--- src/rtl/regfile_wr_arbiter.sv ---
// Round-robin arbiter sharing the register-file write port between the ALU and
// load writeback paths, with a registered write stage and read-port forwarding.
module regfile_wr_arbiter #(
   parameter int ADDR_W = 5,
   parameter int DATA_W = 32
) (
   input  logic              clk,
   input  logic              rst,
   input  logic              hold,
   input  logic              req0_valid,
   input  logic [ADDR_W-1:0] req0_addr,
   input  logic [DATA_W-1:0] req0_data,
   output logic              req0_ready,
   input  logic              req1_valid,
   input  logic [ADDR_W-1:0] req1_addr,
   input  logic [DATA_W-1:0] req1_data,
   output logic              req1_ready,
   output logic              we3,
   output logic [ADDR_W-1:0] a3,
   output logic [DATA_W-1:0] wd3,
   input  logic [ADDR_W-1:0] a1,
   input  logic [ADDR_W-1:0] a2,
   input  logic [DATA_W-1:0] rf_rd1,
   input  logic [DATA_W-1:0] rf_rd2,
   output logic [DATA_W-1:0] rd1,
   output logic [DATA_W-1:0] rd2,
   output logic              conflict
);

   typedef enum logic {PREF_REQ0, PREF_REQ1} ptr_t;

   ptr_t ptr, ptr_nxt;

   always_comb begin
      req0_ready = 1'b0;
      req1_ready = 1'b0;
      conflict   = 1'b0;
      ptr_nxt    = ptr;
      if (rst && !hold) begin
         if (req0_valid && req1_valid) begin
            conflict = 1'b1;
            if (ptr == PREF_REQ0) req0_ready = 1'b1;
            else                  req1_ready = 1'b1;
         end else begin
            req0_ready = req0_valid;
            req1_ready = req1_valid;
         end
      end
      // The requester that just transferred drops to lowest priority.
      if (req0_ready)      ptr_nxt = PREF_REQ1;
      else if (req1_ready) ptr_nxt = PREF_REQ0;
   end

   always_ff @(posedge clk) begin
      if (!rst) begin
         ptr <= PREF_REQ0;
         we3 <= 1'b0;
         a3  <= '0;
         wd3 <= '0;
      end else begin
         ptr <= ptr_nxt;
         if (req0_ready) begin
            we3 <= (req0_addr != '0);
            a3  <= req0_addr;
            wd3 <= req0_data;
         end else if (req1_ready) begin
            we3 <= (req1_addr != '0);
            a3  <= req1_addr;
            wd3 <= req1_data;
         end else begin
            we3 <= 1'b0;
         end
      end
   end

   // x0 never forwards so the register file's hardwired zero shows through.
   always_comb begin
      rd1 = rf_rd1;
      rd2 = rf_rd2;
      if (we3 && (a3 == a1) && (a1 != '0)) rd1 = wd3;
      if (we3 && (a3 == a2) && (a2 != '0)) rd2 = wd3;
   end

endmodule

--- config.mk ---
export PLATFORM = sky130hd
export DESIGN_NAME = regfile_wr_arbiter
export DESIGN_NICKNAME = d
export VERILOG_FILES = /design/src/rtl/regfile_wr_arbiter.sv
export SDC_FILE = /design/constraint.sdc
export NUM_CORES = 1
export LEC_CHECK = 0
export BUFFER_PORTS_ARGS = -buffer_cell sky130_fd_sc_hd__buf_4
export CELL_PAD_IN_SITES_DETAIL_PLACEMENT = 1
export CELL_PAD_IN_SITES_GLOBAL_PLACEMENT = 2
export CORE_UTILIZATION = 18
export DETAILED_ROUTE_END_ITERATION = 10
export PLACE_DENSITY_LB_ADDON = 0.1
export SLEW_MARGIN = 20
export SYNTH_ARGS = -nofsm -noshare
export SYNTH_HDL_FRONTEND = slang
export SYNTH_SLANG_ARGS = --single-unit
export TNS_END_PERCENT = 20
--- constraint.sdc ---
create_clock -name clk -period 5.6 [get_ports clk]
set_clock_uncertainty 0.2 [all_clocks]
set_input_delay 1.12 -clock clk [delete_from_list [all_inputs] [get_ports clk]]
set_output_delay 1.12 -clock clk [all_outputs]
set_load 0.01 [all_outputs]
[Word-level counts from Yosys, hierarchy flattened]
Cells that the tools add are included.
Word-level totals
  flip-flop bits (word level): 39
  output and inout port bits: 105
  word-level logic and storage cells: 36
Cells by class
  equality and inequality tests: 2
  muxes and demuxes: 18
  reductions and logical operators: 12
Operators with widths (number)
  $mux 32: 4
  $reduce_bool 5->1: 4
  $mux 1: 12
  $eq 5x5->1: 2
  $mux 5: 2
  $logic_and 1x1->1: 6
  $reduce_bool 2->1: 1
  $logic_not 1->1: 1

[Depth between registers and ports, before layout]
  word-level depth: 5
  mapped depth: 6
  mapped depth without buffers: 5

[Worst setup path after synthesis]
Ideal clock, no wire load.
  path kind: input -> output
  start: input port a2[3]
  end: output port rd2[1]
  arrival time: 2303 ps
  setup slack: 1977 ps
  stages on the path: 5
  path buffers: 1
  path through: xnor2_1 -> nand3_1 -> a211oi_2 -> buf_6 -> mux2_2
On the way
  longest elaborated chain between the ends: 4
  elaborated cells between the ends (all ways): 5
Ends and longest elaborated chain
  start: declaration: RTL line 22  | input logic [ADDR_W-1:0] a2,
  $eq 5x5->1: RTL line 81  | if (we3 && (a3 == a2) && (a2 != '0)) rd2 = wd3;
  $logic_and 1x1->1: RTL line 81
  $logic_and 1x1->1 *: RTL line 81
  $mux 32 *: RTL line 81
  end: declaration: RTL line 26  | output logic [DATA_W-1:0] rd2,
Mark *: on every way between the ends. The rest lies on a longest branch, timed or not.

[Final worst setup path]
  start: input port a1[0]
  end: output port rd1[16]
On the way
  longest elaborated chain between the ends: 4
  elaborated cells between the ends (all ways): 5
Ends and longest elaborated chain
  start: declaration: RTL line 21  | input logic [ADDR_W-1:0] a1,
  $eq 5x5->1: RTL line 80  | if (we3 && (a3 == a1) && (a1 != '0)) rd1 = wd3;
  $logic_and 1x1->1: RTL line 80
  $logic_and 1x1->1 *: RTL line 80
  $mux 32 *: RTL line 80
  end: declaration: RTL line 25  | output logic [DATA_W-1:0] rd1,
Marked as above.

==> results.tsv <==
metric	value	unit
rsz0062_at_grt	false	
synth_ff_type	dfxtp_1	
drt-met1-wl	4610	um
fmax	251	MHz
die_h	122	um
dr_wl_met2	6280	um
cp.arrival	2.66	ns
cp_slowest_cell	o41ai_1	
timing.rr.end	we3	
drc	0	
postSynth.asyncResetShare	0	%
ant_nets	0	
hold_viol_final	0	
nNetsFinal	711	
min_period_over_period	71.1	%
grt_overflow	0	
ys_seq_elements	39	
synth.cell_area	2590	um^2
start_util	18.5	%
dr_wl_met3	1020	um
placed_cells	731	
firstDrtPassIters	4	
fp-row-count	43	
coreArea	14000	um^2
synth_cell_types	25	
status	complete, no violations	
p_sw	0.000230	W
ff2ff_path_depth	6	
min-delay-start	wd3[6]	
dpl_cell_area	4670	um^2
cp_num_buf_inv	3	
final_cell_area	4800	um^2
die_area	14900	um^2
synth_edf_count	0	
stdcell_count	737	
cts_root_buf	clkbuf_16	
drt_iter0_markers	69	
track_usage	15.2	%
hold_buffers	0	
path_common_cell	buf_4	
dp_hpwl	9380	um
tightest_slew	0.589	ns
antenna_found_initial	0	
rrSetupSlack	4.04	ns
fin_setup_tns	0	ns
maxCapViolations	0	
syn_to_final_growth	85.2	%
antennaDiodeCount	0	
slew_headroom	60.7	%
min_path_type	reg -> reg	
power_leakage	2.24	nW
pwr-share-clk	31.6	%
final-max-slew-violation-count	0	
hold_path_depth	2	
grt_pass1_wl	17500	um
peakVddDrop	0.115	mV
cts_made_buffers	5	
p_seq_share	37.5	%
path_cells	buf_4 -> o41ai_1 -> a211oi_4 -> buf_4 -> mux2_2 -> buf_4	
worstSetupEndpointType	output port	
tritoncts	built	
via_count	3232	
combinationalPowerShare	30.9	%
netlist_instances	313	
sw_frac_of_total	27.2	%
synthesis.nets	466	
top_layer	met4	
clkTransAtPathRegs	0.06	ns
cts_setup_buffers	0	
die_x	122	um
avgSynthCellArea	8.28	um^2
grt_max_degree	43	
synth-seq-area-share	30.1	%
finalSetupViolations	0	
min_to	wd3[6]	
p_per_area	176	nW/um^2
worst_skew_pair.late_latency	0.27	ns
cts_sinks	39	
gp_congestion	0.732	
cts_resized	0	
critPathMaxStageDelay	0.57	ns
holdWs	0.381	ns
nFillCells	1720	
final_layout_size_suffix_gt1_share	60.3	%
wirelength	11900	um
p_int	0.000615	W
clockBufferDepth	2	
io_pins	258	
cp_top_family	compound AO/OA/AOI/OAI gates	
ys_warn_count	0	
r2r_start	ptr	
fin_crit	3.98	ns
cts_max_level	2	
startpoint_type	input pin	
worst-path-max-fanout	20	
final_common_cell	buf_4	
most-common-layout-cells	264 x buf_4, 80 x nand2_1, 59 x mux2_2	
wl_per_cell	16.2	um
worstPathRequired	4.28	ns
vias_per_cell	4.39	
grt_pass1_vias	3361	
critPathKind	in -> out	
port-buffer-count	257	
-- flip-flops by register name, indices dropped and copies added, names as in the netlist --
name,count
a3,5
we3,1
wd3,32
ptr,1
-- cell families after synthesis --
kind of cell           synth area share (%)
AO/OA/AOI/OAI                          18.8
XOR/XNOR                               2.70
buffers and inverters                  6.03
flip-flops                             30.1
multiplexers                           28.4
AND/OR/NAND/NOR                        14.0
-- worst max-delay path by stage --
stage	startpoint	endpoint	slack, ns	cells past startpoint
floorplan	a2[3]	rd2[1]	1.98	5
global placement	a1[0]	rd1[16]	1.66	6
finish	a1[0]	rd1[16]	1.62	6
global route	a1[3]	rd1[16]	1.51	7
CTS	a1[0]	rd1[16]	1.58	6
detailed placement	a1[0]	rd1[16]	1.58	6
-- synthesized netlist by cell type, types with 2 or more instances --
cell       n  share of area (%)
mux2_2    59                 26
nor2_1     3               0.43
nand2_1   80                 12
mux2_4     4                2.3
o21ai_0   38                7.3
a211oi_2   2               0.97
buf_6      6                2.6
o41ai_1    2               0.68
a31oi_1   37                8.9
buf_2      5               0.97
inv_1      2               0.29
nand3_1    4               0.77
clkbuf_1  14                2.0
xnor2_1    8                2.7
dfxtp_1   39                 30
-- area by class of cell --
class | instances | area [um^2] | share of cell area [%]
inverters | 2 | 7.51 | 0.156
clock buffers | 6 | 129 | 2.68
flip-flops and latches | 39 | 781 | 16.3
multi-input cells | 246 | 1680 | 34.9
repair buffers | 264 | 1980 | 41.3
well taps | 180 | 225 | 4.69
-- worst reg2reg max path, stage by stage (launching register included) --
cell and delay (ns):
dfxtp_1 0.31, nand2_1 0.07, nand3_2 0.08, inv_1 0.09
buf_4 0.41, nand3_1 0.15, o311a_1 0.16
-- through the flow --
| step | total power (W) | worst slack (ns) | util [%] |
|---|---|---|---|
| global placement | 0.000583 | 1.66 | 33.4 |
| finish | 0.000845 | 1.62 | 34.3 |
| global route | 0.000896 | 1.51 | 34.3 |
| floorplan | 0.000417 | 1.98 | - |
| CTS | 0.000864 | 1.58 | 34.3 |
| detailed placement | 0.000589 | 1.58 | 33.4 |
-- power by group through the flow --
stage | logic (W) | clock network, W | registers [W]
after floorplan | 0.0000927 | 0 | 0.000324
after global placement | 0.000261 | 0 | 0.000323
after detailed placement | 0.000266 | 0 | 0.000323
after CTS | 0.000266 | 0.000280 | 0.000318
after global routing | 0.000285 | 0.000291 | 0.000320
final | 0.000261 | 0.000267 | 0.000317
-- metal layers --
layer	vias to the layer above	global-route usage, %
li1	1601	-
met1	1500	16.9
met2	129	28.4
met3	2	4.92
met4	0	2.31
met5	-	0
Note: power is estimated with default switching activity, not from simulation.
